--- src/rtl/cordic_pkg.sv ---
// Shared types for the CORDIC vertex scheduler: vertex and angle triples plus
// the frame-sequencing state encoding.
package cordic_pkg;

  localparam int COORD_W = 16;
  localparam int VERT_W  = 3 * COORD_W;

  typedef struct packed {
    logic signed [COORD_W-1:0] x;
    logic signed [COORD_W-1:0] y;
    logic signed [COORD_W-1:0] z;
  } vertex_t;

  typedef struct packed {
    logic signed [COORD_W-1:0] alpha;
    logic signed [COORD_W-1:0] beta;
    logic signed [COORD_W-1:0] gamma;
  } angles_t;

  typedef enum logic [2:0] {
    S_IDLE,
    S_FETCH,
    S_CAPTURE,
    S_ISSUE,
    S_DRAIN,
    S_DONE
  } sched_state_t;

endpackage

--- src/rtl/vert_result_ctr.sv ---
// Result-side bookkeeping: in-flight vertex count, in-order result write
// pointer, and the sticky flag for rotator dones that match no issued vertex.
module vert_result_ctr
  import cordic_pkg::*;
#(
  parameter int ADDR_W       = 10,
  parameter int MAX_INFLIGHT = 3
) (
  input  logic                                clk,
  input  logic                                rst_n,
  input  logic                                i_clear,
  input  logic                                i_issue,
  input  logic                                i_rot_done,
  input  vertex_t                             i_rot_res,
  output logic [$clog2(MAX_INFLIGHT+1)-1:0]   o_inflight,
  output logic                                o_wr_en,
  output logic [ADDR_W-1:0]                   o_wr_addr,
  output vertex_t                             o_wr_data,
  output logic                                o_err
);

  localparam int IF_W = $clog2(MAX_INFLIGHT + 1);

  logic [IF_W-1:0]   r_inflight;
  logic              r_wr_en;
  logic [ADDR_W-1:0] r_wr_ptr;
  vertex_t           r_wr_data;
  logic              r_err;

  logic w_accept;
  logic w_spurious;

  assign w_accept   = i_rot_done && (r_inflight != '0);
  assign w_spurious = i_rot_done && (r_inflight == '0);

  always_ff @(posedge clk or negedge rst_n) begin
    if (!rst_n) begin
      r_inflight <= '0;
      r_wr_en    <= 1'b0;
      r_wr_ptr   <= '0;
      r_wr_data  <= '0;
      r_err      <= 1'b0;
    end else begin
      r_wr_en <= w_accept;
      if (w_accept) begin
        r_wr_data <= i_rot_res;
      end

      // write address advances after the write cycle, so address k holds result k
      if (i_clear) begin
        r_wr_ptr <= '0;
      end else if (r_wr_en) begin
        r_wr_ptr <= r_wr_ptr + ADDR_W'(1);
      end

      if (w_spurious) begin
        r_err <= 1'b1;
      end else if (i_clear) begin
        r_err <= 1'b0;
      end

      if (i_issue && !w_accept) begin
        r_inflight <= r_inflight + IF_W'(1);
      end else if (!i_issue && w_accept) begin
        r_inflight <= r_inflight - IF_W'(1);
      end
    end
  end

  assign o_inflight = r_inflight;
  assign o_wr_en    = r_wr_en;
  assign o_wr_addr  = r_wr_ptr;
  assign o_wr_data  = r_wr_data;
  assign o_err      = r_err;

endmodule

--- src/rtl/cordic_vertex_sched.sv ---
// Frame scheduler: fetches vertices, issues them to the 3D CORDIC rotator with
// start spacing and an in-flight cap, and reports completion once drained.
//
//   state   | meaning
//   IDLE    | waiting for a frame request
//   FETCH   | vertex read strobe for rd_ptr
//   CAPTURE | read data into the issue holding register
//   ISSUE   | wait for spacing and an in-flight slot, then start the rotator
//   DRAIN   | all vertices issued, waiting for results to be written
//   DONE    | one-cycle frame completion
module cordic_vertex_sched
  import cordic_pkg::*;
#(
  parameter int ADDR_W       = 10,
  parameter int ISSUE_GAP    = 18,
  parameter int MAX_INFLIGHT = 3
) (
  input  logic                clk,
  input  logic                rst_n,
  input  logic                iFrameStart,
  input  logic signed [15:0]  iAlpha,
  input  logic signed [15:0]  iBeta,
  input  logic signed [15:0]  iGamma,
  input  logic [ADDR_W:0]     iVertCount,
  output logic                oBusy,
  output logic                oFrameDone,
  output logic                oErr,
  output logic                oRdEn,
  output logic [ADDR_W-1:0]   oRdAddr,
  input  logic [47:0]         iRdData,
  output logic                oRotStart,
  output logic signed [15:0]  oRotAlpha,
  output logic signed [15:0]  oRotBeta,
  output logic signed [15:0]  oRotGamma,
  output logic signed [15:0]  oRotX,
  output logic signed [15:0]  oRotY,
  output logic signed [15:0]  oRotZ,
  input  logic                iRotDone,
  input  logic signed [15:0]  iRotX,
  input  logic signed [15:0]  iRotY,
  input  logic signed [15:0]  iRotZ,
  output logic                oWrEn,
  output logic [ADDR_W-1:0]   oWrAddr,
  output logic [47:0]         oWrData
);

  localparam int GAP_W = (ISSUE_GAP > 1) ? $clog2(ISSUE_GAP) : 1;
  localparam int IF_W  = $clog2(MAX_INFLIGHT + 1);

  sched_state_t      r_state;
  logic              r_busy;
  logic              r_frame_done;
  logic              r_rd_en;
  logic [ADDR_W-1:0] r_rd_ptr;
  logic [ADDR_W:0]   r_count;
  logic [GAP_W-1:0]  r_gap;
  angles_t           r_ang;
  vertex_t           r_hold;

  logic [IF_W-1:0]   w_inflight;
  logic              w_wr_en;
  logic [ADDR_W-1:0] w_wr_addr;
  vertex_t           w_wr_data;
  logic              w_err;
  vertex_t           w_rot_res;
  logic              w_accept;
  logic              w_clear;
  logic              w_issue;
  logic [ADDR_W:0]   w_next_ptr;
  logic              w_last;

  assign w_accept   = (r_state == S_IDLE) && iFrameStart;
  assign w_clear    = w_accept && (iVertCount != '0);
  assign w_issue    = (r_state == S_ISSUE) && (r_gap == '0) &&
                      (w_inflight < IF_W'(MAX_INFLIGHT));
  assign w_next_ptr = {1'b0, r_rd_ptr} + (ADDR_W+1)'(1);
  assign w_last     = (w_next_ptr == r_count);
  assign w_rot_res  = '{x: iRotX, y: iRotY, z: iRotZ};

  always_ff @(posedge clk or negedge rst_n) begin
    if (!rst_n) begin
      r_state      <= S_IDLE;
      r_busy       <= 1'b0;
      r_frame_done <= 1'b0;
      r_rd_en      <= 1'b0;
      r_rd_ptr     <= '0;
      r_count      <= '0;
      r_gap        <= '0;
      r_ang        <= '0;
      r_hold       <= '0;
    end else begin
      r_frame_done <= 1'b0;
      r_rd_en      <= 1'b0;
      if (r_gap != '0) begin
        r_gap <= r_gap - GAP_W'(1);
      end

      case (r_state)
        S_IDLE: begin
          if (iFrameStart) begin
            r_busy <= 1'b1;
            if (iVertCount != '0) begin
              r_ang    <= '{alpha: iAlpha, beta: iBeta, gamma: iGamma};
              r_count  <= iVertCount;
              r_rd_ptr <= '0;
              r_rd_en  <= 1'b1;
              r_state  <= S_FETCH;
            end else begin
              r_frame_done <= 1'b1;
              r_state      <= S_DONE;
            end
          end
        end
        S_FETCH: r_state <= S_CAPTURE;
        S_CAPTURE: begin
          r_hold  <= vertex_t'(iRdData);
          r_state <= S_ISSUE;
        end
        S_ISSUE: begin
          if (w_issue) begin
            r_rd_ptr <= r_rd_ptr + ADDR_W'(1);
            r_gap    <= GAP_W'(ISSUE_GAP - 1);
            if (w_last) begin
              r_state <= S_DRAIN;
            end else begin
              r_rd_en <= 1'b1;
              r_state <= S_FETCH;
            end
          end
        end
        S_DRAIN: begin
          // the final result write must also have left before completion
          if ((w_inflight == '0) && !w_wr_en) begin
            r_frame_done <= 1'b1;
            r_state      <= S_DONE;
          end
        end
        S_DONE: begin
          r_busy  <= 1'b0;
          r_state <= S_IDLE;
        end
        default: r_state <= S_IDLE;
      endcase
    end
  end

  vert_result_ctr #(
    .ADDR_W       (ADDR_W),
    .MAX_INFLIGHT (MAX_INFLIGHT)
  ) u_result_ctr (
    .clk        (clk),
    .rst_n      (rst_n),
    .i_clear    (w_clear),
    .i_issue    (w_issue),
    .i_rot_done (iRotDone),
    .i_rot_res  (w_rot_res),
    .o_inflight (w_inflight),
    .o_wr_en    (w_wr_en),
    .o_wr_addr  (w_wr_addr),
    .o_wr_data  (w_wr_data),
    .o_err      (w_err)
  );

  assign oBusy      = r_busy;
  assign oFrameDone = r_frame_done;
  assign oErr       = w_err;
  assign oRdEn      = r_rd_en;
  assign oRdAddr    = r_rd_ptr;
  assign oRotStart  = w_issue;
  assign oRotAlpha  = r_ang.alpha;
  assign oRotBeta   = r_ang.beta;
  assign oRotGamma  = r_ang.gamma;
  assign oRotX      = r_hold.x;
  assign oRotY      = r_hold.y;
  assign oRotZ      = r_hold.z;
  assign oWrEn      = w_wr_en;
  assign oWrAddr    = w_wr_addr;
  assign oWrData    = w_wr_data;

endmodule
--- config.mk ---
export PLATFORM = sky130hd
export DESIGN_NAME = cordic_vertex_sched
export DESIGN_NICKNAME = d
export VERILOG_FILES = /design/src/rtl/cordic_pkg.sv /design/src/rtl/vert_result_ctr.sv /design/src/rtl/cordic_vertex_sched.sv
export SDC_FILE = /design/constraint.sdc
export NUM_CORES = 1
export LEC_CHECK = 0
export CORE_MARGIN = 3
export CORE_UTILIZATION = 35
export CTS_CLUSTER_DIAMETER = 60
export DETAILED_ROUTE_END_ITERATION = 10
export GPL_ROUTABILITY_DRIVEN = 0
export GPL_TIMING_DRIVEN = 1
export PLACE_DENSITY_LB_ADDON = 0.3
export SLEW_MARGIN = 20
export SYNTH_ARGS = -nofsm -noshare
export SYNTH_HDL_FRONTEND = slang
export SYNTH_SLANG_ARGS = --single-unit
export TNS_END_PERCENT = 30
--- constraint.sdc ---
create_clock -name clk -period 2.72 [get_ports clk]
set_input_delay 0.408 -clock clk [delete_from_list [all_inputs] [get_ports clk]]
set_output_delay 0.408 -clock clk [all_outputs]
set_load 0.02 [all_outputs]
## Word-level counts from Yosys, hierarchy flattened

Index checks and enable logic that the tools add are counted.

- Word-level logic and storage cells: 94
- Output and inout bits: 170
- Bits of input ports: 159
- Register bits after elaboration: 190

- Eq/ne operators: 10
- Mux-type cells: 30
- $lt $le $gt $ge: 1
- Reduce and logical (&&, ||, !) cells: 27
- Add/subtract/negate cells: 6

Operators with widths:

| operator | count |
|---|---|
| $mux 10 | 5 |
| $add 10x1->10 const B | 2 |
| $pmux 10 s2 | 1 |
| $mux 3 | 5 |
| $mux 5 | 3 |
| $pmux 3 s5 | 1 |
| $reduce_bool 2->1 | 6 |
| $add 10x1->11 const B | 1 |
| $eq 11x11->1 | 1 |
| $reduce_bool 11->1 | 1 |
| $mux 1 | 10 |
| $logic_and 1x1->1 | 9 |
| $eq 3x2->1 const B | 2 |
| $eq 3x3->1 const B | 2 |
| $pmux 1 s2 | 3 |
| $reduce_and 3->1 | 2 |
| $logic_not 5->1 | 1 |
| $reduce_bool 5->1 | 1 |
| $sub 5x1->5 const B | 1 |
| $mux 2 | 2 |
| $ne 2x1->1 const B | 2 |
| $ne 2x2->1 const B | 2 |
| $reduce_and 4->1 | 1 |
| $eq 3x1->1 const B | 1 |
| other kinds (7) | 9 |

## Longest topological paths before layout

- Word-level depth: 7
- Gate-level depth with buffers: 11
- Gate-level depth less buffers: 10

## Cells and area by module

From an unflattened synthesis, not the netlist that was laid out.

- Cells, all modules: 548
- Area, all modules: 7728.7 µm²

Modules (own cells, without submodules):

| module | area each (µm²) | seq. area each (µm²) | cells each | times used |
|---|---|---|---|---|
| cordic_vertex_sched | 5298.8 | 3203.1 | 385 | 1 |
| vert_result_ctr | 2429.8 | 1551.5 | 163 | 1 |

## Worst setup path after synthesis

Ideal clock, no wire load.

- Path kind: register -> register
- From: register r_gap[0]
- To: register u_result_ctr.r_inflight[1] (netlist: u_result_ctr.o_inflight[1])
- Period minus slack after synthesis: 2217 ps
- Arrival: 2092 ps
- Cell stages (with the launch flop): 12
- Setup time: 125 ps
- Slack: 503 ps
- Required time: 2595 ps
- Path buffers: 1
- Cells stage by stage: dfrtp_1 > inv_1 > ha_1 > nor4b_4 > nand3_1 > or2_2 > buf_6 > clkinv_4 > ha_1 > xor2_1 > nor2_1 > xor2_1

- Longest elaborated chain between the ends: 6
- Elaborated cells between the ends (all ways): 8
- Those cells by class: 1 x mux; 7 x reduce/logical

Ends and longest elaborated chain:

| element | RTL line | RTL |
|---|---|---|
| start, declared | cordic_vertex_sched.sv:56 | `logic [GAP_W-1:0] r_gap;` |
| start signal, assigned | cordic_vertex_sched.sv:95 | `r_gap <= r_gap - GAP_W'(1);` |
| start signal, assigned | cordic_vertex_sched.sv:122 | `r_gap <= GAP_W'(ISSUE_GAP - 1);` |
| $logic_not 5->1 (*) | cordic_vertex_sched.sv:74 | `assign w_issue = (r_state == S_ISSUE) && (r_gap == '0) &&` |
| $logic_and 1x1->1 (*) (2 in a row) | cordic_vertex_sched.sv:74 |  |
| net oRotStart | cordic_vertex_sched.sv:31 | `output logic oRotStart,` |
| $logic_not 1->1 | vert_result_ctr.sv:64 | `end else if (!i_issue && w_accept) begin` |
| $logic_and 1x1->1 | vert_result_ctr.sv:64 |  |
| $reduce_bool 2->1 (no source line) | -- |  |
| end signal, assigned | vert_result_ctr.sv:63 | `r_inflight <= r_inflight + IF_W'(1);` |
| end signal, assigned | vert_result_ctr.sv:65 | `r_inflight <= r_inflight - IF_W'(1);` |
| end, declared | vert_result_ctr.sv:24 | `logic [IF_W-1:0] r_inflight;` |

Mark *: on every way through the listed nets, which the timed path passes. The rest lies on a longest branch.
A chain may end at the register's enable or synchronous reset.

## Final worst setup path

- From: register r_gap[0]
- To: output port oRotStart

- Longest elaborated chain between the ends: 3

Ends and longest elaborated chain:

| element | RTL line |
|---|---|
| $logic_not 5->1 | cordic_vertex_sched.sv:74 |
| $logic_and 1x1->1 (2 in a row) | cordic_vertex_sched.sv:74 |
| end, declared | cordic_vertex_sched.sv:31 |

Every way passes these cells.

==> results.yml <==
detailed_routing:
  drtPass1Iterations: 4
  avgRoutedWirePerCell_um: 16.2
  final_antenna_net_count: 0
  num_vias: 6044
  drt_wl_total_um: 20900
  drt_iter0_drc: 247
  viasPerCell: 4.68
  drc_errors: 0
cells_and_area:
  diodes: 0
  layout.cells.non_filler: 1292
  finish.utilization: 0.561
  multi_input_area_mm2: 0.00287
  fillers: 1786
  fin_area_mm2: 0.0120
  regArea_mm2: 0.00475
  areaGrowthSynthToFinish_pct: 54.9
  nets: 1167
  drive_gt1_frac: 0.152
logic_synthesis:
  netlist_instances: 676
  synth_nets: 839
  yosysUniqueCellTypes: 48
  synthArstFlopShare: 1.00
  syn_area_per_cell_um2: 11.5
  synth_area_mm2: 0.00776
  yosys_warnings: 0
  ys_ff_latch: 190
  post-synth-top-area-cell: "dfrtp_1"
  synth_top_area_share: 0.613
  synth_ff_type: "dfrtp_1"
  synthTopCellsByArea: "dfrtp_1, mux2_2, nand2_1"
  seq_area_frac_synth: 0.613
  synth-edff-count: 0
timing:
  worst_slack_ns: 0.223
  fmax_ghz: 0.400
  fin_crit_ns: 2.50
  fin_crit_sh: 0.918
  finalSetupViolCount: 0
  drv_slew: 0
  rsz0062_at_grt: "false"
  worst_slew_pin_slew_ns: 0.932
  worst_slew_margin_rel: 0.377
  final_hold_viol_count: 0
  clock_skew_ns: 0.0119
  setup-tns-final_ns: 0
clock_network:
  clk_pin_slew_ns: 0.08
  clk_path_buf_depth: 2
  cts_tree: "done"
  postCtsSetupRepairBufs: 0
  clock_latency_ns: 0.42
  clkSinkCount: 190
  cts.htree.levels: 4
  numCtsBuffers: 17
  root_buffer: "clkbuf_16"
pwr:
  power.density_mw_per_mm2: 1180
  p_leak_uw: 0.00527
  peakVddDrop_v: 0.000523
floorplanning:
  ios: 329
  die-area_mm2: 0.0240
  fp.coreArea_mm2: 0.0214
  die_x_um: 155
  rows: 53
  fp.dieH_um: 155
  start_util: 0.362
place:
  place.port_buffers: 328
  dp_hpwl_um: 15200
  placed_area_mm2: 0.0114
  dp_cells: 1259
  dp_slack_ns: 0.224
worst_setup_path:
  path_class: "flip-flop to primary output"
  path_max_fanout: 11
  crit_path_start_kind: "flip-flop"
  end_kind: "primary output"
  r2r_cells: 7
  arrival_ns: 2.09
  required_ns: 2.31
grt:
  first_global_vias: 6208
  grt_pass1_wl_um: 33300
  grt-ovfl-total: 0
  grt_antenna_before_repair: 0
  grt_max_degree: 64
  grt.total_usage: 0.173
hold_path:
  hold_depth: 2
  min_path_type: "flip-flop to flip-flop"
flow_run:
  maxCapViolations: 0
outcome:
  outcome: "finished clean"
-- stage by stage --
stage	total power [uW]	hold WS, ns
final	14100	0.475
after global routing	15000	0.481
after detailed placement	11800	0.431
after floorplan	8440	0.112
after global placement	11700	0.435
after CTS	14300	0.475
-- cell usage after synthesis (2+ instances only) --
master      n
a211oi_1    2
and4_1      2
nor3b_1     2
a21oi_1     8
nand4_1     4
o31ai_1     2
xor2_1     12
xnor2_1    11
mux2i_1     2
buf_2       6
nor2_1     31
or2_2       2
nor4b_4     2
nor3_1      6
a31oi_1     2
nand2b_1    2
nand3_1     6
or3_1       3
buf_1       4
o211ai_1    3
nor4_1      3
dfrtp_1   190
mux2_2     96
nand2_1   201
clkbuf_1   21
inv_1       6
and3_1      5
ha_1        4
nand4b_1    2
o21ai_0    18
-- registers in the layout (all words and copies together) (netlist names), 2 cells and up --
name and cells:
oRdAddr 10, oRotAlpha 16, oRotBeta 16, oRotGamma 16, oRotX 16, oRotY 16, oRotZ 16, r_count 11
r_gap 5, r_state 3, u_result_ctr.o_inflight 2, u_result_ctr.o_wr_addr 10, u_result_ctr.o_wr_data 48
-- path summary, 6_finish.rpt --
kind,from,end,slack (ns)
max,r_gap[0],oRotStart,0.22
min,oRotBeta[10],oRotBeta[10],0.47
max reg2reg,oRdAddr[0],oRdEn,0.34
min reg2reg,oRotBeta[10],oRotBeta[10],0.47
max in group asynchronous,rst_n,r_count[8],1.46
min in group asynchronous,rst_n,oRotZ[1],0.52
-- critical path, stage by stage, from the launching register on --
cell and delay (ns):
dfrtp_1 0.38, inv_1 0.09, ha_1 0.21, nor4b_4 0.23, nand3_1 0.14, or2_2 0.34, clkinv_4 0.11, clkbuf_2 0.18
-- area by class of cell --
type,instances,area share
inverters,7,0.00260
multi-input cells,447,0.238
flip-flops and latches,190,0.395
well taps,275,0.0286
clock inverters,14,0.0122
repair buffers,341,0.286
clock buffers,18,0.0365
-- layout by cell type, fill, tap and decap left out, drive strengths merged, types with 2 or more instances in the layout --
cell type,n
clkbuf,20
inv,14
xnor2,11
o211ai,3
and4,2
nor2,31
o21ai,19
nand4,4
buf,12
nand3,7
nand2,201
mux2i,2
mux2,96
xor2,12
or4b,2
a22o,2
o31ai,2
clkinv,7
a211oi,2
nor4,3
dfrtp,190
nor3b,2
clkdlybuf4s50,326
a31oi,2
nor3,7
a21oi,8
nor4b,3
or3,3
nand4b,2
or2,2
ha,4
nand2b,2
and3,5
-- report_power, final --
part           switching [uW]  internal [uW]  leakage [uW]
logic                    3160           3420       0.00266
clock network            1220           1260      0.000291
registers                 931           4150       0.00232
total                    5310           8830       0.00527
-- cell families after synthesis --
family,Yosys count,share of synthesized area
compound gates,42,0.0329
mux,98,0.142
simple gates,280,0.159
fa+ha+maj,4,0.00645
buf+inv,39,0.0214
xor+xnor,23,0.0260
flops,190,0.613
-- what timing repair did --
action                                 CTS  global route
endpoints found under the hold margin   57             0
hold buffers                             1             0
gates resized for setup                  1             2
setup endpoints to repair                1             1
-- per-layer routing --
layer	wire, um	part of all wire	vias up	global-route usage
met2	10400	0.50	197	0.288
met4	420	0.020	0	0.0542
met5	0	0	-	0
met3	1640	0.078	25	0.0601
li1	-	-	2909	-
met1	8450	0.40	2913	0.211
Power figures use the tool's default switching activity.
